$ cat config.mk
export PLATFORM = sky130hd
export DESIGN_NAME = stack_frame_reverser
export DESIGN_NICKNAME = d
export VERILOG_FILES = /design/src/rtl/stack_frame_reverser.sv
export SDC_FILE = /design/constraint.sdc
export NUM_CORES = 1
export LEC_CHECK = 0
export CAP_MARGIN = 40
export CORE_MARGIN = 3
export CORE_UTILIZATION = 54
export CTS_BUF_LIST = sky130_fd_sc_hd__clkbuf_4 sky130_fd_sc_hd__clkbuf_8 sky130_fd_sc_hd__clkbuf_16
export CTS_CLUSTER_SIZE = 40
export DETAILED_ROUTE_END_ITERATION = 6
export DONT_BUFFER_PORTS = 1
export GPL_TIMING_DRIVEN = 1
export PLACE_DENSITY = 0.73
export REMOVE_ABC_BUFFERS = 1
export SETUP_SLACK_MARGIN = 0.5
export SLEW_MARGIN = 20
export SYNTH_ARGS = -nofsm -noshare
export SYNTH_HDL_FRONTEND = slang
export SYNTH_SLANG_ARGS = --single-unit
export TNS_END_PERCENT = 30
$ cat constraint.sdc
create_clock -name clk -period 1.6 [get_ports clk]
set_clock_uncertainty 0.05 [all_clocks]
set_input_delay 0.32 -clock clk [delete_from_list [all_inputs] [get_ports clk]]
set_output_delay 0.32 -clock clk [all_outputs]
set_load 0.005 [all_outputs]
$ cat src/rtl/stack_frame_reverser.sv
// stack_frame_reverser: pushes a framed stream into an external LIFO, then
// pops it back out as a reversed valid/ready/last stream, one chunk at a time.
module stack_frame_reverser #(
  parameter int WIDTH = 8,
  parameter int DEPTH = 8
) (
  input  logic             clk,
  input  logic             rstn,
  input  logic             in_valid,
  output logic             in_ready,
  input  logic [WIDTH-1:0] in_data,
  input  logic             in_last,
  output logic             out_valid,
  input  logic             out_ready,
  output logic [WIDTH-1:0] out_data,
  output logic             out_last,
  output logic             ovf_err,
  output logic             stk_push,
  output logic             stk_pop,
  output logic [WIDTH-1:0] stk_din,
  input  logic [WIDTH-1:0] stk_dout,
  input  logic             stk_empty,
  input  logic             stk_full
);

  localparam int CW = $clog2(DEPTH + 1);
  localparam logic [CW-1:0] CMAX = CW'(DEPTH);

  typedef enum logic [1:0] {
    FILL,
    POP,
    LOAD,
    SEND
  } state_e;

  state_e           state_q, state_d;
  logic [CW-1:0]    cnt_q, cnt_d;
  logic [WIDTH-1:0] data_q, data_d;
  logic             vld_q, vld_d;
  logic             last_q, last_d;
  logic             ovf_q, ovf_d;
  logic             rdy;
  logic             push;
  logic             pop;

  always_ff @(posedge clk) begin
    if (!rstn) begin
      state_q <= FILL;
      cnt_q   <= '0;
      data_q  <= '0;
      vld_q   <= 1'b0;
      last_q  <= 1'b0;
      ovf_q   <= 1'b0;
    end else begin
      state_q <= state_d;
      cnt_q   <= cnt_d;
      data_q  <= data_d;
      vld_q   <= vld_d;
      last_q  <= last_d;
      ovf_q   <= ovf_d;
    end
  end

  always_comb begin
    state_d = state_q;
    cnt_d   = cnt_q;
    data_d  = data_q;
    vld_d   = vld_q;
    last_d  = last_q;
    ovf_d   = 1'b0;
    rdy     = 1'b0;
    push    = 1'b0;
    pop     = 1'b0;
    unique case (state_q)
      FILL: begin
        rdy  = rstn & !stk_full & (cnt_q < CMAX);
        push = in_valid & rdy;
        if (push) begin
          cnt_d = cnt_q + 1'b1;
          // A full chunk without in_last is flushed; the rest follows.
          ovf_d = !in_last && (cnt_d == CMAX);
          if (in_last || (cnt_d == CMAX)) begin
            state_d = POP;
          end
        end
      end
      POP: begin
        pop     = rstn;
        state_d = LOAD;
        if (cnt_q != '0) begin
          cnt_d = cnt_q - 1'b1;
        end
      end
      LOAD: begin
        data_d  = stk_dout;
        vld_d   = 1'b1;
        last_d  = (cnt_q == '0);
        state_d = SEND;
      end
      SEND: begin
        if (out_ready) begin
          vld_d   = 1'b0;
          last_d  = 1'b0;
          state_d = (cnt_q != '0) ? POP : FILL;
        end
      end
      default: state_d = FILL;
    endcase
  end

  assign in_ready  = rdy;
  assign stk_push  = push;
  assign stk_pop   = pop;
  assign stk_din   = in_data;
  assign out_valid = vld_q;
  assign out_data  = data_q;
  assign out_last  = last_q;
  assign ovf_err   = ovf_q;

  always_ff @(posedge clk) begin
    if (rstn) begin
      assert (stk_empty == (cnt_q == '0));
      assert (!(push && pop));
    end
  end

endmodule

# After elaboration in Yosys (flattened, before gate mapping)
# Cells that the tools add are included.
# W data, S select, Z words.
[word_totals]
regBits = 17
inputBits = 23
[op_classes]
add_sub_neg = 2
magnitude_cmp = 1
eq_ne = 8
n_mux = 14
bitwise_logic = 3
n_reduce_logical = 13
[op_table]
columns = ["op", "n"]
rows = [
  ["$reduce_and A3 Y1", 3],
  ["$mux W4", 2],
  ["$ne A2 B2 Y1 const B", 4],
  ["$pmux W2 S4", 1],
  ["$pmux W4 S2", 1],
  ["$mux W2", 3],
  ["$mux W1", 5],
  ["$add A4 B1 Y4 const B", 1],
  ["$eq A2 B2 Y1 const B", 2],
  ["$eq A4 B4 Y1 const B", 1],
  ["$logic_not A4 Y1", 1],
  ["$lt A4 B4 Y1 const B", 1],
  ["$pmux W1 S2", 2],
  ["$reduce_bool A2 Y1", 2],
  ["$reduce_bool A4 Y1", 1],
  ["$sub A4 B1 Y4 const B", 1],
  ["$and A1 B1 Y1", 3],
  ["$eq A2 B1 Y1 const B", 1],
  ["$logic_not A1 Y1", 2],
  ["$logic_not A2 Y1", 1],
  ["$reduce_and A2 Y1", 1],
  ["$logic_and A1 B1 Y1", 1],
  ["$logic_or A1 B1 Y1", 1],
]

# Logic depth before layout (Yosys ltp)
[logic_depth]
word_depth = 6
depth_mapped = 7
ltp_nobuf = 6

# Least setup slack after synthesis
# Ideal clock, no wire load.
[synth_path]
path_kind = "register to register"
from = "reg state_q[1]"
to = "reg cnt_q[2]"
setup_ps = 115
arrival_time_ps = 1540
path_slack_ps = -105
path_stages_with_launch = 8
n_path_buf = 1
synth_period_minus_slack_ps = 1705
path_cell_list = "dfxtp_1 inv_1 ha_1 clkbuf_1 and4bb_4 a2111oi_2 xor2_1 and2_1"
[synth_via]
elab_chain_cells = 3
elab_cells_between_ends = 7
cone_classes = "3 x eq/ne; 1 x mux; 3 x reduce/logical"
[synth_rtl]
columns = ["element", "line_no", "text"]
rows = [
  ["start: declaration", "36", "state_e state_q, state_d;"],
  ["start signal: assignment", "55", "state_q <= state_d;"],
  ["$eq A2 B1 Y1 or $logic_not A2 Y1 (tied branches)", "74", "unique case (state_q)"],
  ["$ne A2 B2 Y1 (no source line) or $reduce_bool A2 Y1 (tied branches)", "n/a", ""],
  ["$reduce_and A3 Y1 (no source line)", "n/a", ""],
  ["end signal: assignment", "56", "cnt_q <= cnt_d;"],
  ["end: declaration", "37", "logic [CW-1:0] cnt_q, cnt_d;"],
]
# Parallel ways exist; a longest one is shown, timed or not.
# A chain may end at the register's enable or synchronous reset.

# Final worst setup path
[layout_path]
from = "reg state_q[1]"
to = "out stk_push"
[layout_via]
elab_chain_cells = 2
[layout_rtl]
columns = ["element", "line_no", "text"]
rows = [
  ["$logic_not A2 Y1", "74", ""],
  ["$mux W1", "74", ""],
  ["end: declaration", "18", "output logic stk_push,"],
]
# No other way between the ends.

==> flow_results.org <==
** Power
- Static power due to leakage :: approximately 0.44 nW
- Worst IR drop on VDD :: between 0.6 and 0.7 mV
- For this design the ratio of total power to cell area is a little under 900 nW/µm².

** Timing
- For the final routed database, the setup TNS stands at -15.71 ps.
- Of the available clock period, the critical path in the final layout requires 101.0%.
- Hold violation count in the final report :: 0
- Derived from the worst setup path, the maximum achievable clock frequency is 618.9 MHz.
- The worst pin sits at a relative slew slack of between 80% and 90%.
- Setup slack on the critical path of the routed design comes to -15.71 ps.
- Tightest hold margin :: a little under 50 ps
- Subtracting the final worst setup slack from the clock period gives ~1600 ps.
- For the pin with the worst max-slew slack, the measured transition is 286.9 ps.
- Max Slew Vio Count :: 0
- Setup violations remaining at the end of the flow were counted as 1.
- Unrepaired setup endpoints after global routing :: yes

** Synth
- Number of flops mapped to enable cells by yosys :: 0
- Each instance of the synthesized netlist takes up on average a little under 10 µm².
- Yosys synthesis warning count :: 0
- Synth Register Bits :: 17
- Counting every instance in the synthesized netlist gives ~100.
- Main flop type after synthesis :: sky130_fd_sc_hd__dfxtp_1
- Library cell with the largest summed area after synthesis :: sky130_fd_sc_hd__dfxtp_1
- Proportion of netlist area held by the largest area contributor :: 33.83%
- Top cells by count, synth :: 17 x sky130_fd_sc_hd__dfxtp_1, 12 x sky130_fd_sc_hd__nor2b_1, 11 x sky130_fd_sc_hd__mux2i_1, 9 x sky130_fd_sc_hd__nand2_1, 8 x sky130_fd_sc_hd__buf_4
- Leading cell type by number of instances after synthesis :: sky130_fd_sc_hd__dfxtp_1
- After synthesis the cells add up to approximately 1000 µm².
- Share of synthesized area occupied by flip-flops and latches :: around a third
- The netlist uses 30 different library cells.
- By area the synthesized netlist is led by sky130_fd_sc_hd__dfxtp_1 34%, sky130_fd_sc_hd__mux2i_1 11%, sky130_fd_sc_hd__ha_1 8.7%.
- Share of flip-flops with an asynchronous set or reset after synthesis :: 0%

** Setup path
- Crit path required time :: about 1200 ps
- Arrival time of data at the critical path endpoint :: ~1300 ps
- Category of the worst setup path capture point :: output pin
- In this design, the stage delay of the slowest critical-path cell is around 350 ps.
- The worst setup path is launched from a flip-flop.
- Of all nets on the critical path, the largest fanout is 3.
- The slowest stage of the critical path is the sky130_fd_sc_hd__dfxtp_2 cell.
- Classification of the worst setup path :: flip-flop to output pin
- Traced cell by cell, the critical path runs through inv_4, ha_4, and4bb_2, and2_4.

** Finish
- Share of post-route cells with drive strength above 1 :: between 30% and 40%
- Fill cells in the final layout number approximately 110.
- N_diodes :: 0
- The net count of the finished layout is approximately 140.
- Compared with the post-synthesis result, the final layout area differs by 22.64%.

** Floorplanning
- The die is between 40 and 50 µm wide.
- For this configuration, the core starts out at a cell density of 61.75%.
- I/O pin count :: 45
- Cell row count :: 14
- Measured along the y axis, the die boundary spans between 40 and 50 µm.
- Area of the core region :: roughly 1600 µm²
- The floorplan step defined a die boundary enclosing ~2400 µm².

** Global route
- The number of global-route vias before repair was a little over 700.
- Global routing finished with a remaining overflow of 0.
- Global-route wire length before repair :: 3.346 mm
- For this run, the total global-route usage over all layers was measured as ~18%.
- Entering global routing, the biggest net connects 23 pins.
- The initial antenna violation count came to 0.

** Detailed routing
- Via Count :: approximately 730
- DRT iter0 DRCs :: 12
- Residual antenna-violating net count after detailed routing :: 0
- Wires add up to between 2 and 2.5 mm.
- Using the TritonRoute via totals, the vias-per-cell ratio works out to between 5 and 6.
- Routed length per instance :: around 16 µm
- For this run, design rule violations remaining after detail routing come to 0.
- 1st-pass router iterations :: 4

** CTS
- In this run the number of H-tree levels came out at 1.
- Clock tree synthesis selected as its root buffer the cell sky130_fd_sc_hd__clkbuf_4.
- Maximum count of clock buffers along a single path :: 2
- Number of buffers inserted during clock tree synthesis :: 3
- The tree built by TritonCTS fans out to 17 sinks.
- TritonCTS built the clock tree.
- CTS clock-pin slew for the worst setup and hold paths :: ~90 ps
- At the later pin of the worst-skew pair, clock insertion delay measures between 200 and 300 ps.
- Count of hold buffers inserted by post-cts repair :: 0

** Placed design
- The HPWL after detailed placement is between 1 and 1.5 mm.
- Routability congestion estimate :: between 0.7 and 0.8
- Port buffering added 0 buffers.

** Outcome
- Violated checks :: negative setup slack
- Outcome :: finished, violations left

** Job
- The tool flagged a number of max-cap violations equal to 0.

** Hold path
- Worst min path class :: primary input to flip-flop
layout make-up:
cell class              count  area [µm²]  share of cell area, %
clock buffers               4       30.03                  2.434
inverters                   4       17.52                  1.420
multi-input cells          70       685.7                  55.58
flip-flops and latches     17       342.8                  27.79
well taps                  24       30.03                  2.434
repair buffers             15       127.6                  10.34
final timing paths:
check	depth (start not counted)	slack, ps	start	to
max	4	-20	state_q[1]	stk_push
min	1	50	in_last	ovf_err
max reg2reg	6	60	state_q[0]	cnt_q[3]
min reg2reg	2	490	out_valid	out_valid
logic make-up (layout without fill, tap and decap cells):
family                     after synthesis  count (layout)  synth area share (%)
and+or+nand+nor                         37              37                 25.12
DFF                                     17              17                 33.83
buffers and inverters                   16              23                 9.079
AOI/OAI and AO/OA                       11              11                 8.829
muxes                                   11              11                 10.95
adders and majority gates                7               7                 8.706
xor gates and xnor gates                 4               4                 3.483
flip-flops by register name, indices dropped and copies added (netlist names):
signal and cells:
state_q 2, out_last 1, ovf_err 1, out_data 8, cnt_q 4, out_valid 1
worst max-delay path, delay by kind of cell, from the launching register on:
| family | cells | cell delay, ps |
|---|---|---|
| adder cells (fa/ha/maj) | 1 | 130 |
| flip-flops | 1 | 350 |
| buffers and inverters | 1 | 80 |
| AND/OR/NAND/NOR | 2 | 400 |
routing by layer:
| layer | GRT usage (%) | up-vias | routed length [µm] |
|---|---|---|---|
| met5 | 0 | - | 0 |
| met4 | 2.844 | 0 | 14 |
| met3 | 9.174 | 2 | 153 |
| met2 | 31.03 | 32 | 1051 |
| met1 | 18.96 | 342 | 893 |
| li1 | - | 356 | - |
where the power goes:
group          internal [mW]  switching [mW]  total (mW)  leakage [nW]
registers              0.448          0.0190       0.467         0.138
logic                  0.210           0.169       0.378         0.280
clock network          0.114           0.130       0.243        0.0184
total                  0.771           0.317        1.09         0.436
cell usage in the layout (no fill, tap or decap), types with 4 or more instances in the layout:
master                     instances
sky130_fd_sc_hd__nor2b_1          11
sky130_fd_sc_hd__ha_4              4
sky130_fd_sc_hd__buf_4            11
sky130_fd_sc_hd__clkbuf_4          4
sky130_fd_sc_hd__nand2_1           9
sky130_fd_sc_hd__dfxtp_1          15
sky130_fd_sc_hd__mux2i_1          10
sky130_fd_sc_hd__buf_6             4
through the flow:
stage	std cells	setup WS [ps]	power [mW]	util, %	instance area [µm²]
2_1_floorplan	91	-32.14	0.6580	-	929.6
3_3_place_gp	122	21.15	0.7214	62.14	1012
3_5_place_dp	122	-16.76	0.7339	62.14	1012
4_1_cts	132	-16.53	1.068	74.12	1207
5_1_grt	134	-59.77	1.144	75.73	1234
6_report	134	-15.71	1.089	75.73	1234
timing repair:
item | 4_1_cts | 5_1_grt
pin swaps | 14 | 6
buffers inserted | 6 | 2
gates resized for setup | 28 | 3
endpoints found under the setup margin | 20 | 20
No activity file was read; power rests on OpenSTA's default activity.
